[config.mk]
export PLATFORM = sky130hd
export DESIGN_NAME = sdft_sequencer_flat
export DESIGN_NICKNAME = d
export VERILOG_FILES = /design/src/rtl/sdft_sequencer_if.sv /design/src/rtl/sdft_sequencer.sv /design/src/flat_wrapper.sv
export SDC_FILE = /design/constraint.sdc
export NUM_CORES = 1
export LEC_CHECK = 0
export CAP_MARGIN = 20
export CORE_ASPECT_RATIO = 1.25
export CORE_MARGIN = 4
export CORE_UTILIZATION = 50
export DETAILED_ROUTE_END_ITERATION = 8
export PLACE_DENSITY = 0.75
export SYNTH_ARGS = -nofsm -noshare
export SYNTH_HDL_FRONTEND = slang
export SYNTH_SLANG_ARGS = --single-unit
[constraint.sdc]
create_clock -name clk -period 2.4 [get_ports clk]
set_clock_uncertainty 0.2 [all_clocks]
set_input_delay 0.24 -clock clk [delete_from_list [all_inputs] [get_ports clk]]
set_output_delay 0.24 -clock clk [all_outputs]
set_load 0.02 [all_outputs]
[src/rtl/sdft_sequencer_if.sv]
// -----------------------------------------------------------------------------
// sdft_sequencer_if
// Groups the sample path of the SDFT front end: the ADC strobe/sample input and
// the start/ready handshake towards the sliding-DFT core.
//   adc_sample  : signed ADC sample, qualified by adc_valid
//   adc_valid   : one-cycle strobe
//   sdft_sample : sample presented to the SDFT core
//   sdft_start  : one-cycle update request to the SDFT core
//   sdft_ready  : SDFT core idle and able to accept a start
// master : the sequencer side; slave : the ADC/SDFT environment side.
// -----------------------------------------------------------------------------
interface sdft_sequencer_if #(
  parameter int data_width = 8
);
  logic signed [data_width-1:0] adc_sample;
  logic                         adc_valid;
  logic        [data_width-1:0] sdft_sample;
  logic                         sdft_start;
  logic                         sdft_ready;

  modport master (
    input  adc_sample, adc_valid, sdft_ready,
    output sdft_sample, sdft_start
  );

  modport slave (
    output adc_sample, adc_valid, sdft_ready,
    input  sdft_sample, sdft_start
  );
endinterface

[src/rtl/sdft_sequencer.sv]
// -----------------------------------------------------------------------------
// sdft_sequencer
// Front-end controller for the sliding-DFT core. ADC samples are captured into
// a small FIFO and handed one at a time to the SDFT over start/ready. Samples
// arriving with a full FIFO are dropped and counted; a sticky flag reports once
// freq_bins samples have been fully processed.
// Ports:
//   clk           : system clock, rising edge
//   reset         : asynchronous, active-high
//   bus           : ADC input and SDFT handshake (sdft_sequencer_if.master)
//   clear_overrun : synchronous clear of overrun and drop_count
//   fifo_level    : FIFO occupancy, 0..fifo_depth
//   overrun       : sticky, at least one sample dropped
//   drop_count    : dropped samples, saturating at 255
//   window_full   : sticky, freq_bins samples processed since reset
// -----------------------------------------------------------------------------
module sdft_sequencer #(
  parameter int data_width = 8,
  parameter int freq_bins  = 16,
  parameter int fifo_depth = 4
) (
  input  logic                              clk,
  input  logic                              reset,
  sdft_sequencer_if.master                  bus,
  input  logic                              clear_overrun,
  output logic [$clog2(fifo_depth):0]       fifo_level,
  output logic                              overrun,
  output logic [7:0]                        drop_count,
  output logic                              window_full
);

  localparam int ptr_w = $clog2(fifo_depth);
  localparam int lvl_w = ptr_w + 1;
  localparam int cnt_w = $clog2(freq_bins + 1);

  localparam logic [lvl_w-1:0] lvl_zero = {lvl_w{1'b0}};
  localparam logic [lvl_w-1:0] lvl_full = lvl_w'(fifo_depth);
  localparam logic [lvl_w-1:0] lvl_one  = lvl_w'(1);
  localparam logic [ptr_w-1:0] ptr_one  = ptr_w'(1);
  localparam logic [cnt_w-1:0] cnt_max  = cnt_w'(freq_bins);
  localparam logic [cnt_w-1:0] cnt_one  = cnt_w'(1);

  typedef enum logic [1:0] {
    IDLE  = 2'd0,
    ISSUE = 2'd1,
    ARMED = 2'd2,
    BUSY  = 2'd3
  } state_t;

  state_t                 state_q, state_d;
  logic [data_width-1:0]  mem_q [fifo_depth];
  logic [data_width-1:0]  mem_d [fifo_depth];
  logic [ptr_w-1:0]       wr_ptr_q, wr_ptr_d;
  logic [ptr_w-1:0]       rd_ptr_q, rd_ptr_d;
  logic [lvl_w-1:0]       level_q, level_d;
  logic [data_width-1:0]  sample_q, sample_d;
  logic                   start_q, start_d;
  logic                   overrun_q, overrun_d;
  logic [7:0]             drop_q, drop_d;
  logic [cnt_w-1:0]       processed_q, processed_d;
  logic                   window_full_q, window_full_d;

  logic pop;
  logic push;
  logic drop;

  // Next-state logic: FIFO bookkeeping, drop accounting and the issue FSM.
  always_comb begin
    state_d       = state_q;
    mem_d         = mem_q;
    wr_ptr_d      = wr_ptr_q;
    rd_ptr_d      = rd_ptr_q;
    level_d       = level_q;
    sample_d      = sample_q;
    overrun_d     = overrun_q;
    drop_d        = drop_q;
    processed_d   = processed_q;

    // Pop only on IDLE->ISSUE; level is registered, so a sample pushed this
    // cycle cannot be popped until the next one.
    pop  = (state_q == IDLE) && (level_q != lvl_zero) && bus.sdft_ready;
    // A simultaneous pop frees the slot, so a full FIFO can still accept.
    push = bus.adc_valid && ((level_q != lvl_full) || pop);
    drop = bus.adc_valid && !push;

    if (push) begin
      mem_d[wr_ptr_q] = bus.adc_sample;
      wr_ptr_d        = wr_ptr_q + ptr_one;
    end else begin
      wr_ptr_d        = wr_ptr_q;
    end

    if (pop) begin
      sample_d = mem_q[rd_ptr_q];
      rd_ptr_d = rd_ptr_q + ptr_one;
    end else begin
      sample_d = sample_q;
    end

    case ({push, pop})
      2'b10:   level_d = level_q + lvl_one;
      2'b01:   level_d = level_q - lvl_one;
      default: level_d = level_q;
    endcase

    // A drop in the same cycle as a clear wins and restarts the count at 1.
    if (drop && clear_overrun) begin
      overrun_d = 1'b1;
      drop_d    = 8'd1;
    end else if (clear_overrun) begin
      overrun_d = 1'b0;
      drop_d    = 8'd0;
    end else if (drop) begin
      overrun_d = 1'b1;
      drop_d    = (drop_q == 8'd255) ? drop_q : (drop_q + 8'd1);
    end else begin
      overrun_d = overrun_q;
    end

    case (state_q)
      IDLE: begin
        if (pop) begin
          state_d = ISSUE;
        end else begin
          state_d = IDLE;
        end
      end
      ISSUE: begin
        state_d = ARMED;
      end
      ARMED: begin
        // ready falling means the SDFT has taken the start
        if (!bus.sdft_ready) begin
          state_d = BUSY;
        end else begin
          state_d = ARMED;
        end
      end
      BUSY: begin
        if (bus.sdft_ready) begin
          state_d     = IDLE;
          processed_d = (processed_q == cnt_max) ? processed_q : (processed_q + cnt_one);
        end else begin
          state_d     = BUSY;
        end
      end
      default: begin
        state_d = IDLE;
      end
    endcase

    // start is a registered decode of the next state, so it is high exactly
    // while the state register holds ISSUE.
    start_d       = (state_d == ISSUE);
    window_full_d = window_full_q || (processed_d == cnt_max);
  end

  // State register with asynchronous reset.
  always_ff @(posedge clk or posedge reset) begin
    if (reset) begin
      state_q       <= IDLE;
      for (int i = 0; i < fifo_depth; i++) begin
        mem_q[i] <= {data_width{1'b0}};
      end
      wr_ptr_q      <= {ptr_w{1'b0}};
      rd_ptr_q      <= {ptr_w{1'b0}};
      level_q       <= lvl_zero;
      sample_q      <= {data_width{1'b0}};
      start_q       <= 1'b0;
      overrun_q     <= 1'b0;
      drop_q        <= 8'd0;
      processed_q   <= {cnt_w{1'b0}};
      window_full_q <= 1'b0;
    end else begin
      state_q       <= state_d;
      mem_q         <= mem_d;
      wr_ptr_q      <= wr_ptr_d;
      rd_ptr_q      <= rd_ptr_d;
      level_q       <= level_d;
      sample_q      <= sample_d;
      start_q       <= start_d;
      overrun_q     <= overrun_d;
      drop_q        <= drop_d;
      processed_q   <= processed_d;
      window_full_q <= window_full_d;
    end
  end

  assign bus.sdft_sample = sample_q;
  assign bus.sdft_start  = start_q;
  assign fifo_level      = level_q;
  assign overrun         = overrun_q;
  assign drop_count      = drop_q;
  assign window_full     = window_full_q;

endmodule
[src/flat_wrapper.sv]
// flat-port wrapper written by rule: the top's interface ports become plain ports
module sdft_sequencer_flat 
#(
  parameter int data_width = 8,
  parameter int freq_bins  = 16,
  parameter int fifo_depth = 4
)
  (clk, reset, clear_overrun, fifo_level, overrun, drop_count, window_full, bus_adc_sample, bus_adc_valid, bus_sdft_ready, bus_sdft_sample, bus_sdft_start);
  sdft_sequencer_if #(.data_width(data_width)) bus_i ();
  input  logic clk;
  input  logic reset;
  input  logic clear_overrun;
  output logic [$clog2(fifo_depth):0] fifo_level;
  output logic overrun;
  output logic [7:0] drop_count;
  output logic window_full;
  input wire logic [$bits(bus_i.adc_sample)-1:0] bus_adc_sample;
  input wire logic [$bits(bus_i.adc_valid)-1:0] bus_adc_valid;
  input wire logic [$bits(bus_i.sdft_ready)-1:0] bus_sdft_ready;
  output wire logic [$bits(bus_i.sdft_sample)-1:0] bus_sdft_sample;
  output wire logic [$bits(bus_i.sdft_start)-1:0] bus_sdft_start;
  assign bus_i.adc_sample = bus_adc_sample;
  assign bus_i.adc_valid = bus_adc_valid;
  assign bus_i.sdft_ready = bus_sdft_ready;
  assign bus_sdft_sample = bus_i.sdft_sample;
  assign bus_sdft_start = bus_i.sdft_start;
  sdft_sequencer #(.data_width(data_width), .freq_bins(freq_bins), .fifo_depth(fifo_depth)) u_core (.clk(clk), .reset(reset), .bus(bus_i), .clear_overrun(clear_overrun), .fifo_level(fifo_level), .overrun(overrun), .drop_count(drop_count), .window_full(window_full));
endmodule
Word-level counts from Yosys, hierarchy flattened
Index checks and enable logic that the tools add are counted.
{ "totals": {"register_bits": 65, "in_bits": 13, "output_inout_bits": 22} }
{ "classes": {"n_addsub": 6, "magnitude_cmp": 3, "eq_ne": 11, "mux": 21, "bitwise_logic": 2, "n_reduce_logical": 14} }
{ "ops": {"columns": ["cell", "count"], "rows": [
  ["$mux 8", 7],
  ["$bwmux 32", 1],
  ["$bmux 8 s2", 1],
  ["$demux 8 s2", 1],
  ["$mux 5", 3],
  ["$eq 5x5->1 const B", 2],
  ["$add 8x1->8 const B", 1],
  ["$eq 8x8->1 const B", 1],
  ["$pmux 2 s4", 1],
  ["$eq 2x1->1 const B", 3],
  ["$eq 2x2->1 const B", 3],
  ["$ge 3x3->1 const B", 2],
  ["$logic_and 1x1->1", 6],
  ["$not 2->3", 2],
  ["$pmux 3 s2", 1],
  ["$reduce_bool 3->1", 2],
  ["$add 5x1->5 const B", 1],
  ["$mux 1", 5],
  ["$add 2x1->2 const B", 2],
  ["$add 3x1->3 const B", 1],
  ["$lt 3x1->1 const B", 1],
  ["$ne 3x2->1 const B", 1],
  ["$ne 3x3->1 const B", 1],
  ["$sub 3x1->3 const B", 1],
  ["6 further kinds", 7]
]} }

Longest topological paths before layout
Gate-level depths: netlist of run 1.
{ "depth": {"ltp_word": 10, "mapped_depth": 9, "ltp_nobuf": 7} }

Least setup slack after synthesis of run 1
Ideal clock, no wire load.
{ "synth_path": {"kind": "register to register", "from": "reg u_core.state_q[1]", "to": "reg u_core.level_q[2] (netlist: u_core.fifo_level[2])", "arrival_time_ns": 2.284, "t_required_ns": 2.120, "path_slack_ns": -0.163, "stages_incl_launch_ff": 9, "path_buffers": 2, "period_less_slack_ns": 2.563, "cell_sequence": "dfrtp_1 or3b_1 clkbuf_2 nor2_1 buf_4 nand2_1 fa_1 o31ai_1 xor2_1"} }
{ "synth_via": {"elab_chain_len": 7, "elab_cells_between_ends": 9, "classes_between": "eq/ne: 2; mux: 1; reduce/logical: 6"} }
{ "synth_rtl": {"columns": ["item", "line_no", "text"], "rows": [
  ["start, declared", "sdft_sequencer.sv:50", "state_t state_q, state_d;"],
  ["start signal, assigned", "sdft_sequencer.sv:175", "state_q <= state_d;"],
  ["$logic_not 2->1 *", "sdft_sequencer.sv:81", "pop = (state_q == IDLE) && (level_q != lvl_zero) && bus.sdft_ready;"],
  ["$logic_and 1x1->1 * (2 in a row)", "sdft_sequencer.sv:81", null],
  ["$logic_or 1x1->1", "sdft_sequencer.sv:83", "push = bus.adc_valid && ((level_q != lvl_full) || pop);"],
  ["$logic_and 1x1->1", "sdft_sequencer.sv:83", null],
  ["$eq 2x1->1 / $eq 2x2->1 (equally long branches)", "sdft_sequencer.sv:100", "case ({push, pop})"],
  ["$pmux 3 s2 / $reduce_bool 2->1 (equally long branches)", null, null],
  ["end signal, assigned", "sdft_sequencer.sv:167", "level_q <= lvl_zero;"],
  ["end signal, assigned", "sdft_sequencer.sv:179", "level_q <= level_d;"],
  ["end, declared", "sdft_sequencer.sv:55", "logic [lvl_w-1:0] level_q, level_d;"]
]} }
Mark *: on every way between the ends. The rest lies on a longest branch, timed or not.
A chain may end at the register's enable or synchronous reset.

Worst setup path in the final report of run 1
Same ends and word-level chain as after synthesis.

==> results.json, run 1 <==
{
  "io_buffers": 34,
  "final_cell_mix": "dfrtp_1, mux2_2, clkdlybuf4s50_1",
  "path_class": "flop to flop",
  "ios": 35,
  "numCtsBuffers": 9,
  "powerDensity_nw_per_um2": 1270,
  "synth_top_family_by_area": "multiplexers",
  "slowest_delay_ns": 0.45,
  "endpoint": "u_core.fifo_level[2]",
  "status": "completed",
  "initial_utilization_pct": 51.5,
  "antenna_cells": 0,
  "finalSetupViolCount": 0,
  "synthCells": 221,
  "vias": 1879,
  "layout-drive-gt1-share_pct": 29.9,
  "synth_area_leaders": "dfrtp_1, mux2_2, mux4_2",
  "worstPathRequired_ns": 2.46,
  "synthMuxAreaShare_pct": 22.6,
  "final_cell_area_um2": 3700,
  "cp_slowest_cell": "or3b_1",
  "cts.hold.buffers_added": 0,
  "h-tree-depth": 3,
  "wl_per_cell_um": 15.8,
  "synth_warnings": 0,
  "vdd_drop_max_mv": 0.748,
  "antenna_found_initial": 0,
  "leakage_uw": 0.00158,
  "synth_compound_area_share_pct": 6.64,
  "yosysTopAreaCell": "dfrtp_1",
  "synth-xor-area-share_pct": 2.06,
  "timing.setup.tns_ns": 0,
  "track_usage_pct": 16.2,
  "synthSimpleGateAreaFrac_pct": 7.73,
  "clk_path_buf_depth": 2,
  "syn_avg_cell_area_um2": 13.5,
  "synth_fp_nets": 242,
  "startpoint": "u_core.state_q[1]",
  "total_power_uw": 4700,
  "cts_sinks": 65,
  "synth-seq-area-share_pct": 54.6,
  "async_flop_share_pct": 100,
  "cts_setup_buffers": 0,
  "r2r_cells": 6,
  "synth_edf_count": 0,
  "drt-pass1-iter-count": 4,
  "worstHoldPathType": "input port to async pin",
  "drt_wl_total_um": 5370,
  "filler_cell_count": 454,
  "rr_startpoint": "u_core.state_q[1]",
  "end_kind": "flop",
  "drt_iter0_drc": 52,
  "slew_headroom_pct": 59.9,
  "rsz0062_at_grt": "no",
  "timing.critical_path.arrival_ns": 2.23,
  "cts-resized-gates": 0,
  "final_common_cell": "dfrtp_1",
  "worstPathMaxFanout": 5,
  "viasPerCell": 5.53,
  "fin_crit_ns": 2.16,
  "drv_slew": 0,
  "die_area_um2": 7260,
  "area_growth_pct": 24.3,
  "synth_top_area_share_pct": 54.6,
  "dp_hpwl_um": 3800,
  "die-width_um": 77.0,
  "die_y_um": 94.3,
  "clkTransAtPathRegs_ns": 0.08,
  "postRouteAntennaNets": 0,
  "root_buffer": "clkbuf_8",
  "core_area_um2": 5780,
  "ys_ff_latch": 65,
  "grt_max_degree": 29,
  "drv_cap": 0,
  "yosys.area_share.adder_pct": 3.61,
  "grt_pass1_vias": 1912,
  "r2r-end": "u_core.fifo_level[2]",
  "cts_tree": "done",
  "drc_errors": 0,
  "synth_flop_cell": "dfrtp_1",
  "fmax_mhz": 463,
  "syn_area_um2": 2980,
  "startpoint_type": "flop",
  "place.gp.congestion": 0.837,
  "clock_latency_ns": 0.34,
  "row_count": 31,
  "tightest_slew_ns": 0.601,
  "synth_cell_types": 41,
  "post-route-period-util_pct": 90.0,
  "final_nets": 290,
  "hold_viol": 0,
  "cp_cell_sequence": "or3b_1 -> nor2_4 -> nand2_1 -> fa_1 -> o31ai_1 -> xor2_1",
  "place_area_um2": 3460,
  "reg2reg_slack_ns": 0.24,
  "grt_pass1_wl_um": 8960,
  "globalRouteOverflowTotal": 0
}
[power by group]
part	total [uW]	switching, uW	internal, uW
Clock	1130	411	717
Sequential	1940	368	1580
Combinational	1630	659	971
[registers in the layout, indices dropped and copies added, names as in the netlist]
register / flops
u_core.mem_q: 32
u_core.bus.sdft_sample: 8
u_core.drop_count: 8
u_core.processed_q: 5
u_core.fifo_level: 3
u_core.rd_ptr_q: 2
u_core.state_q: 2
u_core.wr_ptr_q: 2
u_core.bus.sdft_start: 1
u_core.overrun: 1
u_core.window_full: 1
[area by class of cell]
class,count,area (um^2),share of cell area [%]
clock buffer,11,141,3.82
clock inverter,5,103,2.77
inverter,14,52.6,1.42
multi-input combinational,136,1280,34.5
sequential,65,1630,43.9
tap,66,82.6,2.23
timing repair buffer,43,420,11.4
[synth_stat cells, types with 3 or more instances]
master	number
o31ai_1	3
nand3_1	7
nand2_1	10
ha_1	7
nand2_2	4
o21ai_0	6
mux4_2	8
mux2_2	40
or3_1	3
nor2_1	4
mux2i_1	3
xnor2_1	5
inv_1	14
nor3_1	3
dfrtp_1	65
nand4_1	3
a21oi_1	5
[layer usage]
| metal | vias up | share of wire [%] | track usage, % |
|---|---|---|---|
| met5 | - | 0 | 0 |
| met4 | 0 | 2.0 | 9.64 |
| met3 | 9 | 3.1 | 3.17 |
| met2 | 36 | 50 | 27.8 |
| met1 | 932 | 45 | 18.8 |
| li1 | 902 | - | - |
[stage by stage]
step                hold slack (ns)  worst slack [ns]  instances  utilization, %
floorplan                     0.139            0.0122        221               -
global placement              0.260         0.0000691        324            59.8
detailed placement            0.273           -0.0102        324            59.8
CTS                           0.103             0.231        340            64.1
global route                  0.146             0.126        340            64.1
finish                       0.0814             0.239        340            64.1
[worst max-delay path: cells and delay by family (launching register included)]
kind	cells	cell delay [ns]
flip-flops	1	0.42
AO/OA/AOI/OAI	1	0.28
AND/OR/NAND/NOR	3	0.65
XOR/XNOR	1	0.16
adder cells (fa/ha/maj)	1	0.37
[worst min path at each step]
stage | start | to | slack, ns | cells after the start
floorplan | bus_sdft_ready | u_core.state_q[0] | 0.14 | 1
global placement | u_core.window_full | u_core.window_full | 0.26 | 2
detailed placement | u_core.window_full | u_core.window_full | 0.27 | 2
CTS | reset | u_core.processed_q[4] | 0.10 | 2
global route | reset | u_core.state_q[1] | 0.15 | 2
finish | reset | u_core.processed_q[4] | 0.08 | 2
[cell families (layout without fill, tap and decap cells)]
| family | after synthesis | in the layout |
|---|---|---|
| AO/OA/AOI/OAI | 28 | 28 |
| flip-flops | 65 | 65 |
| AND/OR/NAND/NOR | 41 | 41 |
| adder cells (fa/ha/maj) | 8 | 8 |
| buffers and inverters | 20 | 73 |
| XOR/XNOR | 7 | 7 |
| multiplexers | 52 | 52 |
Note: power is estimated with default switching activity, not from simulation.
==> run 2: changes to the inputs <==
- CTS_CLUSTER_DIAMETER: not set -> 150
- SLEW_MARGIN: not set -> 20
- clock period: 2.4 -> 1.9 ns (I/O delays scaled with it)
==> results.json, run 2 (synthesis results as in run 1) <==
{
  "grt_pass1_wl_um": 9610,
  "largest_reg_flops": 32,
  "final_cell_area_um2": 4020,
  "r2r_cells": 7,
  "hold_viol": 0,
  "drv_slew": 0,
  "initial_utilization_pct": 51.5,
  "globalRouteOverflowTotal": 0,
  "ios": 35,
  "cts_sinks": 65,
  "die_y_um": 94.3,
  "tightest_slew_ns": 0.422,
  "fin_crit_ns": 2.06,
  "fmax_mhz": 485,
  "drt_iter0_drc": 47,
  "powerDensity_nw_per_um2": 1500,
  "multi_input_area_um2": 1390,
  "status": "complete, but fails checks",
  "clk_path_buf_depth": 2,
  "holdPathStages": 2,
  "fin_ws_ns": -0.162,
  "die_area_um2": 7260,
  "wl_per_cell_um": 16.3,
  "top_register": "u_core.mem_q",
  "area_growth_pct": 34.9,
  "timing.critical_path.arrival_ns": 2.07,
  "numCtsBuffers": 9,
  "filler_cell_count": 381,
  "vias": 1986,
  "slew_headroom_pct": 71.8,
  "row_count": 31,
  "startpoint_type": "flop",
  "use_met3_pct": 3.17,
  "worstHoldPathType": "flop to flop",
  "antenna_cells": 0,
  "end_kind": "flop",
  "finalSetupViolCount": 40,
  "worstPathRequired_ns": 1.91,
  "worstPathMaxFanout": 2,
  "place_area_um2": 3660,
  "die-width_um": 77.0,
  "clkTransAtPathRegs_ns": 0.07,
  "dp_hpwl_um": 4040,
  "io_buffers": 34,
  "rsz0062_at_grt": "yes",
  "grt_max_degree": 25,
  "path_class": "flop to flop",
  "leakage_uw": 0.00173,
  "regArea_um2": 1630,
  "grt_pass1_vias": 2020,
  "final_cell_mix": "dfrtp_1, mux2_2, clkdlybuf4s50_1",
  "grtUsageMet2_pct": 29.9,
  "final_common_cell": "dfrtp_1",
  "root_buffer": "clkbuf_8",
  "vdd_drop_max_mv": 0.921,
  "core_area_um2": 5780,
  "fin_worst_hold_slack_ns": 0.273,
  "antenna_found_initial": 0,
  "total_power_uw": 6040,
  "reg2reg_slack_ns": -0.16,
  "final_nets": 316,
  "top_usage_layer": "met2",
  "post-route-period-util_pct": 109,
  "layout-drive-gt1-share_pct": 39.7,
  "drc_errors": 0,
  "viasPerCell": 5.43,
  "h-tree-depth": 3,
  "postRouteAntennaNets": 0,
  "track_usage_pct": 17.4,
  "clock_latency_ns": 0.34,
  "drv_cap": 0,
  "cts_tree": "done",
  "drt-pass1-iter-count": 4,
  "grt_use_met1_pct": 20.6,
  "drt_wl_total_um": 5970,
  "violations": "setup timing",
  "place.gp.congestion": 0.819
}
-- run 2: cell count changes in the layout (fill, tap and decap cells not counted), sizes merged --
cell / change
bufinv: -3
clkbuf: +2
inv: -1
clkinv: +2
buf: +25
clkdlybuf4s50: -1
dlygate4sd3: +1
dlymetal6s2s: +1
-- run 2: final cells by class --
| cell class | instances | area share, % |
|---|---|---|
| clock buffers | 13 | 3.96 |
| flip-flops and latches | 65 | 40.6 |
| inverters | 14 | 1.40 |
| well taps | 66 | 2.06 |
| multi-input cells | 136 | 34.5 |
| repair buffers | 69 | 17.1 |
| clock inverters | 3 | 0.374 |
-- run 2: path summary, 6_finish.rpt --
kind / to / start
worst max-delay path: u_core.fifo_level[2] / u_core.state_q[0]
max in group asynchronous: u_core.rd_ptr_q[1] / reset
min in group asynchronous: u_core.mem_q[29] / reset
worst max register to register: u_core.fifo_level[2] / u_core.state_q[0]
worst min-delay path: u_core.window_full / u_core.window_full
worst min register to register: u_core.window_full / u_core.window_full
-- run 2: what timing repair did --
action                     CTS  global route
setup endpoints to repair   37            42
pin swaps                    1             1
gates resized for setup      9            12
hold endpoints to repair     9             0
setup buffers                0             6
hold buffers                 1             0
-- run 2: layer usage --
layer	wire (um)	vias up
met2	3140	43
li1	-	956
met4	158	0
met1	2450	972
met5	0	-
met3	227	15
-- run 2: worst max-delay path: stages, from the launching register on --
cell and delay, ns:
dfrtp_1 0.38, or3b_4 0.42, nor2_4 0.11, nand2_2 0.07, fa_2 0.35, or4b_1 0.20
o31ai_2 0.07, xor2_1 0.14
-- run 2: power by group --
| group | internal [uW] | switching (uW) | leakage (uW) | total (uW) |
|---|---|---|---|---|
| registers | 2000 | 380 | 0.000789 | 2380 |
| logic | 1530 | 1110 | 0.000843 | 2630 |
| clock network | 539 | 487 | 0.0000932 | 1030 |
| total | 4060 | 1970 | 0.00173 | 6040 |
-- run 2: metrics by stage --
stage          util [%]  instances  TNS (ns)  worst slack, ns
4_1_cts            67.3        360     -2.78           -0.115
3_5_place_dp       63.3        343    -16.85           -0.420
6_report           69.5        366     -3.26           -0.162
2_1_floorplan         -        221     -2.50           -0.385
3_3_place_gp       63.3        343    -16.37           -0.389
5_1_grt            69.5        366     -5.64           -0.229
